**src/rtl/board_pkg.sv**
```systemverilog
// Shared definitions for the board overlay: colours, the per-axis cell tracker state
// and the helper functions used by board_cell_locator.
package board_pkg;

    localparam logic [11:0] BLUE   = 12'h00f;
    localparam logic [11:0] YELLOW = 12'hff0;
    localparam logic [11:0] CURSOR = 12'hfff;

    // Running position along one axis: current cell number and its first pixel.
    typedef struct packed {
        logic [15:0] cnt;
        logic [15:0] base;
    } axis_t;

    function automatic int clog2(input int n);
        int r;
        r = 0;
        while ((1 << r) < n) r = r + 1;
        return (r < 1) ? 1 : r;
    endfunction

    // Advance the cell tracker by at most one boundary per pixel; coordinates at or
    // before the origin restart it, which also covers the raster wrap.
    function automatic axis_t axis_step(input logic [15:0] coord, input axis_t q,
                                        input int origin, input int size, input int n);
        axis_t r;
        r = q;
        if (int'(coord) <= origin) begin
            r.cnt  = '0;
            r.base = 16'(origin);
        end else if (int'(q.cnt) < n && int'(coord) >= int'(q.base) + size) begin
            r.cnt  = q.cnt + 16'd1;
            r.base = q.base + 16'(size);
        end
        return r;
    endfunction

    function automatic logic near_edge(input logic [15:0] coord, input logic [15:0] base,
                                       input int size, input int t);
        int d_lo;
        int d_hi;
        d_lo = int'(coord) - int'(base);
        d_hi = int'(base) + size - 1 - int'(coord);
        return (d_lo < t) || (d_hi < t);
    endfunction

endpackage

```
**src/rtl/board_cell_locator.sv**
```systemverilog
// Stage 1 cell locator: column/row boundary counters, in-board flag, cell index and
// the "within CURSOR_T of a cell edge" flag, all registered.
module board_cell_locator import board_pkg::*; #(
    parameter int GRID_N   = 3,
    parameter int CELL_W   = 341,
    parameter int CELL_H   = 256,
    parameter int ORIGIN_X = 0,
    parameter int ORIGIN_Y = 0,
    parameter int CURSOR_T = 4,
    localparam int NCELL   = GRID_N * GRID_N,
    localparam int IDXW    = clog2(NCELL)
) (
    input  logic            pclk,
    input  logic            rst_n,
    input  logic [10:0]     hcount,
    input  logic [10:0]     vcount,
    output logic            in_cell_p1,
    output logic [IDXW-1:0] idx_p1,
    output logic            edge_p1
);

    axis_t           col_q, row_q, col_c, row_c;
    logic [15:0]     h16, v16;
    logic            in_x, in_y;
    logic            in_cell_c, edge_c;
    logic [IDXW-1:0] idx_c;

    assign h16   = {5'b0, hcount};
    assign v16   = {5'b0, vcount};
    assign col_c = axis_step(h16, col_q, ORIGIN_X, CELL_W, GRID_N);
    assign row_c = axis_step(v16, row_q, ORIGIN_Y, CELL_H, GRID_N);

    assign in_x      = (int'(hcount) >= ORIGIN_X) && (int'(col_c.cnt) < GRID_N);
    assign in_y      = (int'(vcount) >= ORIGIN_Y) && (int'(row_c.cnt) < GRID_N);
    assign in_cell_c = in_x && in_y;
    assign idx_c     = IDXW'(int'(row_c.cnt) * GRID_N + int'(col_c.cnt));
    assign edge_c    = near_edge(h16, col_c.base, CELL_W, CURSOR_T) ||
                       near_edge(v16, row_c.base, CELL_H, CURSOR_T);

    // stage 1
    always_ff @(posedge pclk or negedge rst_n) begin
        if (!rst_n) begin
            col_q      <= '{16'd0, 16'(ORIGIN_X)};
            row_q      <= '{16'd0, 16'(ORIGIN_Y)};
            in_cell_p1 <= 1'b0;
            idx_p1     <= '0;
            edge_p1    <= 1'b0;
        end else begin
            col_q      <= col_c;
            row_q      <= row_c;
            in_cell_p1 <= in_cell_c;
            idx_p1     <= idx_c;
            edge_p1    <= edge_c;
        end
    end

endmodule

```
**src/rtl/draw_board_cells.sv**
```systemverilog
// Board overlay stage: fills occupied cells with the owner colour and, when
// DRAW_BOARD_CURSOR_EN is defined, outlines the cursor cell with a blinking frame.
module draw_board_cells import board_pkg::*; #(
    parameter int GRID_N       = 3,
    parameter int CELL_W       = 341,
    parameter int CELL_H       = 256,
    parameter int ORIGIN_X     = 0,
    parameter int ORIGIN_Y     = 0,
    parameter int CURSOR_T     = 4,
    parameter int BLINK_FRAMES = 30,
    localparam int NCELL       = GRID_N * GRID_N,
    localparam int IDXW        = clog2(NCELL)
) (
    input  logic             pclk,
    input  logic             rst_n,
    input  logic [10:0]      hcount_in,
    input  logic [10:0]      vcount_in,
    input  logic             hsync_in,
    input  logic             vsync_in,
    input  logic             hblnk_in,
    input  logic             vblnk_in,
    input  logic [11:0]      rgb_in,
    input  logic             start_en,
    input  logic             choice_en,
    input  logic [NCELL-1:0] cell_occ,
    input  logic [NCELL-1:0] cell_owner,
    input  logic [IDXW-1:0]  cursor_idx,
    input  logic             cursor_valid,
    output logic [10:0]      hcount_out,
    output logic [10:0]      vcount_out,
    output logic             hsync_out,
    output logic             vsync_out,
    output logic             hblnk_out,
    output logic             vblnk_out,
    output logic [11:0]      rgb_out
);

    logic [10:0]      hcount_p1, vcount_p1, hcount_p2, vcount_p2;
    logic             hsync_p1, vsync_p1, hblnk_p1, vblnk_p1;
    logic             hsync_p2, vsync_p2, hblnk_p2, vblnk_p2;
    logic [11:0]      rgb_p1, rgb_p2, color_c;
    logic             in_cell_p1, edge_p1;
    logic [IDXW-1:0]  idx_p1;
    logic             vsync_prev, vs_rise;
    logic [NCELL-1:0] occ_sh, owner_sh;
    logic             en_sh;
    logic             cursor_hit;

    board_cell_locator #(
        .GRID_N   (GRID_N),
        .CELL_W   (CELL_W),
        .CELL_H   (CELL_H),
        .ORIGIN_X (ORIGIN_X),
        .ORIGIN_Y (ORIGIN_Y),
        .CURSOR_T (CURSOR_T)
    ) u_locator (
        .pclk       (pclk),
        .rst_n      (rst_n),
        .hcount     (hcount_in),
        .vcount     (vcount_in),
        .in_cell_p1 (in_cell_p1),
        .idx_p1     (idx_p1),
        .edge_p1    (edge_p1)
    );

    assign vs_rise = vsync_in & ~vsync_prev;

    // Board state is frozen at the start of each frame so one frame never mixes states.
    always_ff @(posedge pclk or negedge rst_n) begin
        if (!rst_n) begin
            vsync_prev <= 1'b0;
            occ_sh     <= '0;
            owner_sh   <= '0;
            en_sh      <= 1'b0;
        end else begin
            vsync_prev <= vsync_in;
            if (vs_rise) begin
                occ_sh   <= cell_occ;
                owner_sh <= cell_owner;
                en_sh    <= start_en & ~choice_en;
            end
        end
    end

`ifdef DRAW_BOARD_CURSOR_EN
    logic [15:0]     frame_cnt;
    logic            blink_on;
    logic [IDXW-1:0] cur_idx_sh;
    logic            cur_valid_sh;

    always_ff @(posedge pclk or negedge rst_n) begin
        if (!rst_n) begin
            frame_cnt    <= '0;
            blink_on     <= 1'b1;
            cur_idx_sh   <= '0;
            cur_valid_sh <= 1'b0;
        end else if (vs_rise) begin
            cur_idx_sh   <= cursor_idx;
            cur_valid_sh <= cursor_valid;
            if (int'(frame_cnt) >= BLINK_FRAMES - 1) begin
                frame_cnt <= '0;
                blink_on  <= ~blink_on;
            end else begin
                frame_cnt <= frame_cnt + 16'd1;
            end
        end
    end

    assign cursor_hit = cur_valid_sh && blink_on && (int'(cur_idx_sh) < NCELL) &&
                        (idx_p1 == cur_idx_sh) && edge_p1;
`else
    localparam int unused_blink_frames = BLINK_FRAMES;
    logic unused_cursor;
    assign unused_cursor = ^{cursor_idx, cursor_valid, edge_p1};
    assign cursor_hit    = 1'b0;
`endif

    always_comb begin
        color_c = rgb_p1;
        if (en_sh && in_cell_p1) begin
            if (occ_sh[idx_p1]) color_c = owner_sh[idx_p1] ? YELLOW : BLUE;
            if (cursor_hit) color_c = CURSOR;
        end
    end

    // stage 1
    always_ff @(posedge pclk or negedge rst_n) begin
        if (!rst_n) begin
            hcount_p1 <= '0;
            vcount_p1 <= '0;
            hsync_p1  <= 1'b0;
            vsync_p1  <= 1'b0;
            hblnk_p1  <= 1'b0;
            vblnk_p1  <= 1'b0;
            rgb_p1    <= '0;
        end else begin
            hcount_p1 <= hcount_in;
            vcount_p1 <= vcount_in;
            hsync_p1  <= hsync_in;
            vsync_p1  <= vsync_in;
            hblnk_p1  <= hblnk_in;
            vblnk_p1  <= vblnk_in;
            rgb_p1    <= rgb_in;
        end
    end

    // stage 2
    always_ff @(posedge pclk or negedge rst_n) begin
        if (!rst_n) begin
            hcount_p2 <= '0;
            vcount_p2 <= '0;
            hsync_p2  <= 1'b0;
            vsync_p2  <= 1'b0;
            hblnk_p2  <= 1'b0;
            vblnk_p2  <= 1'b0;
            rgb_p2    <= '0;
        end else begin
            hcount_p2 <= hcount_p1;
            vcount_p2 <= vcount_p1;
            hsync_p2  <= hsync_p1;
            vsync_p2  <= vsync_p1;
            hblnk_p2  <= hblnk_p1;
            vblnk_p2  <= vblnk_p1;
            rgb_p2    <= color_c;
        end
    end

    assign hcount_out = hcount_p2;
    assign vcount_out = vcount_p2;
    assign hsync_out  = hsync_p2;
    assign vsync_out  = vsync_p2;
    assign hblnk_out  = hblnk_p2;
    assign vblnk_out  = vblnk_p2;
    assign rgb_out    = rgb_p2;

endmodule

```
**config.mk**
```make
export PLATFORM = sky130hd
export DESIGN_NAME = draw_board_cells
export DESIGN_NICKNAME = d
export VERILOG_FILES = /design/src/rtl/board_pkg.sv /design/src/rtl/board_cell_locator.sv /design/src/rtl/draw_board_cells.sv
export SDC_FILE = /design/constraint.sdc
export NUM_CORES = 1
export LEC_CHECK = 0
export ABC_AREA = 1
export BUFFER_PORTS_ARGS = -buffer_cell sky130_fd_sc_hd__buf_4
export CAP_MARGIN = 10
export CORE_ASPECT_RATIO = 1.4
export CORE_MARGIN = 2
export CORE_UTILIZATION = 40
export CTS_CLUSTER_DIAMETER = 40
export DETAILED_ROUTE_END_ITERATION = 10
export HOLD_SLACK_MARGIN = 0.05
export PLACE_DENSITY = 0.71
export SKIP_LAST_GASP = 1
export SYNTH_ARGS = -nofsm -noshare
export SYNTH_HDL_FRONTEND = slang
export SYNTH_SLANG_ARGS = --single-unit
export TNS_END_PERCENT = 5
```
**constraint.sdc**
```tcl
create_clock -name pclk -period 5.1 [get_ports pclk]
set_clock_uncertainty 0.2 [all_clocks]
set_input_delay 0 -clock pclk [delete_from_list [all_inputs] [get_ports pclk]]
set_output_delay 0 -clock pclk [all_outputs]
set_load 0.01 [all_outputs]
```
## Word level (Yosys, flattened, before mapping)

Index checks and enable logic that the tools add are counted.

| operators by class | value |
|---|---|
| add/subtract/negate cells | 7 |
| multiply operators | 1 |
| div/mod/pow operators | 0 |
| $lt $le $gt $ge | 9 |
| equal/unequal tests | 0 |
| shifts and indexed selects | 0 |
| multiplexer cells | 11 |
| bitwise gates (word level) | 4 |
| reduce and logical (&&, ||, !) cells | 6 |

Operators by type and width:

| kind | number |
|---|---|
| 32-bit two-way mux | 4 |
| 12-bit by 32-bit >= comparator with 1-bit output | 2 |
| 16-bit by 2-bit < comparator with 1-bit output (second input constant) | 4 |
| 12-bit two-way mux | 3 |
| 16-bit by 9-bit adder with 17-bit output (second input constant) | 2 |
| 16-bit by 1-bit adder with 16-bit output (second input constant) | 2 |
| 16-bit by 9-bit adder with 16-bit output (second input constant) | 2 |
| 11-bit by 1-bit less-or-equal comparator with 1-bit output (second input constant) | 2 |
| 16-bit by 2-bit multiplier with 4-bit output (second input constant) | 1 |
| 1-bit binary-select mux with 4-bit select | 2 |
| 4-bit by 5-bit < comparator with 1-bit output (second input constant) | 1 |
| 4-bit adder | 1 |
| 1-bit logical AND | 4 |
| 2-bit nonzero test | 2 |
| 1-bit AND | 2 |
| 1-bit two-way mux | 2 |
| 1-bit NOT | 2 |

| storage, ports and cells | value |
|---|---|
| register bits | 164 |
| latch bits | 0 |
| bits in writable memories | 0 |
| memory bits (read-only) | 0 |
| input bits | 65 |
| output and inout bits | 38 |
| word-level logic and storage cells | 61 |
| memories | 0 |

## Depth between registers and ports, before layout

| logic depth | value |
|---|---|
| depth in word-level cells | 7 |
| gate-level depth with buffers | 26 |
| gate-level depth less buffers | 26 |

## By module

A second synthesis with hierarchy kept.

| unflattened totals | value |
|---|---|
| cell total of the unflattened synthesis | 1343 |
| area total of the unflattened synthesis | 10154.7 µm² |

Modules (own cells, without submodules):

| module | times used | cells each | area an instance (µm²) | sequential area each (µm²) |
|---|---|---|---|---|
| board_cell_locator | 1 | 1105 | 7163.1 | 1751.7 |
| draw_board_cells | 1 | 238 | 2991.6 | 2377.3 |

## Least setup slack after synthesis

Ideal clock, no wire load.

| timing | value |
|---|---|
| path type | register to register |
| start | register u_locator.col_q[0] in the netlist's numbering |
| end | register u_locator.idx_p1[3] |
| library setup time | 0.079 ns |
| data arrival time | 3.847 ns |
| data required time | 4.821 ns |
| path slack | 0.973 ns |
| cell stages (with the launch flop) | 26 |
| buffers on the path | 0 |
| period minus slack after synthesis | 4.127 ns |
| cells stage by stage | dfrtp_1 ha_1 o21ai_0 nand2_1 nand2_1 xor2_1 ha_1 nand2_1 nor2_1 and2_1 nor2_1 nand2_1 nand2_1 nand2_1 nand2_1 nand2_1 nand2_1 nor2_4 nand3_1 nand2_1 fa_1 ha_1 fa_1 xnor2_1 xor2_1 xor2_1 |

RTL lines:

| what | line | source |
|---|---|---|
| from (decl) | board_cell_locator.sv:22 | `axis_t col_q, row_q, col_c, row_c;` |
| from (signal assigned) | board_cell_locator.sv:43 | `col_q <= '{16'd0, 16'(ORIGIN_X)};` |
| from (signal assigned) | board_cell_locator.sv:49 | `col_q <= col_c;` |
| to (signal assigned) | board_cell_locator.sv:52 | `idx_p1 <= idx_c;` |
| to (decl) | board_cell_locator.sv:18 | `output logic [IDXW-1:0] idx_p1,` |

==> flow_metrics.py <==
metrics = {
    "outcome": {
        "status": "complete, no violations",
    },
    "timing": {
        "setup_tns_ns": 0,
        "maxSlewViolCount": 0,
        "tightest_slew_ns": 0.819,
        "relSlewSlack": 0.454,
        "fmax_ghz": 0.221,
        "hold_viol": 0,
        "fin_crit_sh": 0.886,
        "period_minus_slack_ns": 4.52,
        "setup_viol": 0,
        "rsz0062_at_grt": "false",
    },
    "synthesis": {
        "synthAdderAreaFrac": 0.0544,
        "post-synth-top-count-cell": "dfrtp_1",
        "synthMuxAreaShare": 0.00469,
        "yosysTopAreaCell": "dfrtp_1",
        "yosys.area_share.simple": 0.195,
        "synthArstFlopShare": 1.00,
        "synth-warning-count": 0,
        "ys_seq_elements": 156,
        "synth_nets": 740,
        "yosysUniqueCellTypes": 38,
        "synth_area_um2": 6400,
        "synth_top_area_share": 0.610,
        "synth_compound_area_frac": 0.0591,
        "synth-edff-count": 0,
        "synth-seq-area-share": 0.610,
        "synthCells": 649,
        "yosys-top-cells-area": "dfrtp_1 (61%), nand2_1 (8.7%), inv_1 (4.8%)",
        "syn_area_per_cell_um2": 9.86,
        "synth_top_family_by_area": "simple AND/OR/NAND/NOR gates",
        "synth_common_cells": "dfrtp_1 (156), nand2_1 (149), inv_1 (81), nor2_1 (76), nand3_1 (34)",
        "synth_ff_type": "dfrtp_1",
        "synth_xor_area_frac": 0.0178,
    },
    "routing": {
        "drcViolationCount": 0,
        "viasPerCell": 4.66,
        "routed-via-count": 4952,
        "wl_per_cell_um": 12.8,
        "ant_nets": 0,
        "routed_wl_mm": 13.6,
        "drt_first_pass_iters": 4,
        "drt-initial-drc-count": 214,
    },
    "pwr": {
        "total_leakage_power_nw": 4.53,
        "power_density_nw_per_um2": 314,
        "peakVddDrop_mv": 0.233,
    },
    "die": {
        "boundaryPins": 103,
        "start_util": 0.410,
        "core_um2": 15600,
        "die_h_um": 154,
        "die_area_um2": 17000,
        "die_w_um": 111,
        "rows": 54,
    },
    "clocking": {
        "clock_latency_ns": 0.42,
        "cts_tree": "yes",
        "path_clk_slew_ns": 0.06,
        "numCtsBuffers": 17,
        "cts-htree-levels": 4,
        "clk_path_buf_depth": 2,
        "cts_sinks": 156,
        "cts-root-buf": "clkbuf_16",
    },
    "critical_path": {
        "cp_max_fo": 3,
        "crit_arrival_ns": 4.65,
        "r2r_slack_ns": 0.58,
        "cp.required_ns": 5.24,
        "critPathLaunchType": "flip-flop",
        "critical_path_class": "flip-flop to flip-flop",
        "reg2regPathDepth": 25,
        "timing.rr.start": "u_locator.col_q[0]",
        "end_kind": "flip-flop",
        "r2r-end": "u_locator.idx_p1[3]",
    },
    "placed_design": {
        "dp.cells": 934,
        "numPortBuffers": 97,
        "dpl.hpwl_mm": 8.80,
        "gp_congestion": 0.848,
    },
    "grt": {
        "grt_max_degree": 68,
        "grt_pass1_vias": 5189,
        "grt_pass1_wl_mm": 23.7,
        "grt-ovfl-total": 0,
        "antenna_found_initial": 0,
        "gr-usage-all-layers": 0.172,
    },
    "hold_path": {
        "min_path_cells": 2,
        "min-delay-start": "vcount_in[10]",
        "hold_class": "input pin to flip-flop",
        "hold_end": "vcount_p1[10]",
    },
    "final_layout": {
        "nets": 945,
        "final_cells": 1062,
        "n_antenna_cell": 0,
        "areaGrowthSynthToFinish_pct": 39.2,
        "drive_above_1_share": 0.176,
    },
    "job": {
        "cap_violations": 0,
    },
}
how the worst max path moves through the flow:
stage / cells past startpoint / from / end / slack, ns
finish: 25 / u_locator.col_q[0] / u_locator.idx_p1[3] / 0.58
global route: 25 / u_locator.col_q[0] / u_locator.idx_p1[3] / 0.12
CTS: 25 / u_locator.col_q[0] / u_locator.idx_p1[3] / 0.45
detailed placement: 25 / u_locator.col_q[0] / u_locator.idx_p1[3] / 0.51
global placement: 25 / u_locator.col_q[0] / u_locator.idx_p1[3] / 0.61
floorplan: 25 / u_locator.col_q[0] / u_locator.idx_p1[3] / 0.97
report_power, final:
group | internal (W) | total, W | switching [W] | leakage [nW]
clock network | 0.000734 | 0.00123 | 0.000494 | 0.268
logic | 0.000132 | 0.000247 | 0.000115 | 2.52
registers | 0.00130 | 0.00132 | 0.0000259 | 1.75
total | 0.00216 | 0.00280 | 0.000635 | 4.53
registers in the layout, summed over array words and instances, names as in the netlist, 9 cells and up:
signal           cells
vcount_p1           11
hcount_p1           11
occ_sh               9
rgb_p1              12
u_locator.row_q     24
rgb_out             12
u_locator.col_q     32
hcount_out          11
owner_sh             9
vcount_out          11
cell families (layout without fill, tap and decap cells):
| kind of cell | count (synthesis) | in the layout |
|---|---|---|
| and+or+nand+nor | 295 | 295 |
| DFF | 156 | 156 |
| buffers and inverters | 97 | 314 |
| AOI/OAI and AO/OA | 59 | 59 |
| adders and majority gates | 26 | 26 |
| xor gates and xnor gates | 13 | 13 |
| muxes | 3 | 3 |
critical path: stages (launching register included):
cell and delay, ns:
dfrtp_1 0.40, ha_1 0.25, o21ai_1 0.22, nand2_1 0.14, nand2_1 0.09, xor2_1 0.24
ha_1 0.29, nand2_1 0.08, nor2_1 0.06, and2_1 0.13, nor2_1 0.08, nand2_1 0.07
nand2_1 0.06, nand2_1 0.04, nand2_1 0.06, nand2_1 0.10, nand2_1 0.12, nor2_4 0.05
nand3_1 0.06, nand2_1 0.11, fa_1 0.46, ha_1 0.23, fa_1 0.38, xnor2_1 0.20
xor2_1 0.19, xor2_1 0.15
routing by layer:
metal / share of wire / vias up / GRT usage
li1: - / 2478 / -
met1: 0.40 / 2358 / 0.193
met2: 0.54 / 95 / 0.318
met3: 0.033 / 21 / 0.0331
met4: 0.020 / 0 / 0.0685
met5: 0 / - / 0
final cells by class:
class / instances / area [um^2]
Tap cell: 196 / 245
Clock buffer: 19 / 443
Inverter: 87 / 327
Clock inverter: 12 / 141
Fill cell: 1311 / 6700
Timing Repair Buffer: 196 / 1730
Multi-Input combinational cell: 396 / 2120
Sequential cell: 156 / 3900
per-stage QoR:
stage                     cell area, um^2  total power [W]  hold WS, ns   util  setup WS [ns]
after CTS                            8900          0.00283       0.0548  0.570          0.449
after detailed placement             7340          0.00153      -0.0894  0.470          0.506
after global placement               7340          0.00153      -0.0907  0.470          0.611
final                                8900          0.00280       0.0782  0.570          0.582
after floorplan                      6400          0.00142       -0.496      -          0.973
after global routing                 8900          0.00292       0.0788  0.570          0.123
timing repair:
action / CTS / global route
hold buffers: 97 / 0
setup buffers: 0 / 0
setup endpoints to repair: 0 / 1
resized for setup: 0 / 1
endpoints found under the hold margin: 154 / 0
placed cells by master (no fill, tap or decap), types with 3 or more instances in the layout:
cell	instances
dfrtp_1	156
nand2_1	149
buf_4	98
dlygate4sd3_1	96
inv_1	81
nor2_1	76
nand3_1	34
o21ai_0	28
ha_1	23
clkbuf_16	17
xor2_1	11
nor3_1	9
nor4_1	7
nand4_1	7
a21oi_1	7
inv_2	6
o22ai_2	5
clkinvlp_4	5
nand2_2	4
clkinv_4	4
o21ai_1	3
nor2_4	3
mux2i_1	3
o221ai_1	3
o22ai_1	3
fa_1	3
Power figures use the tool's default switching activity.
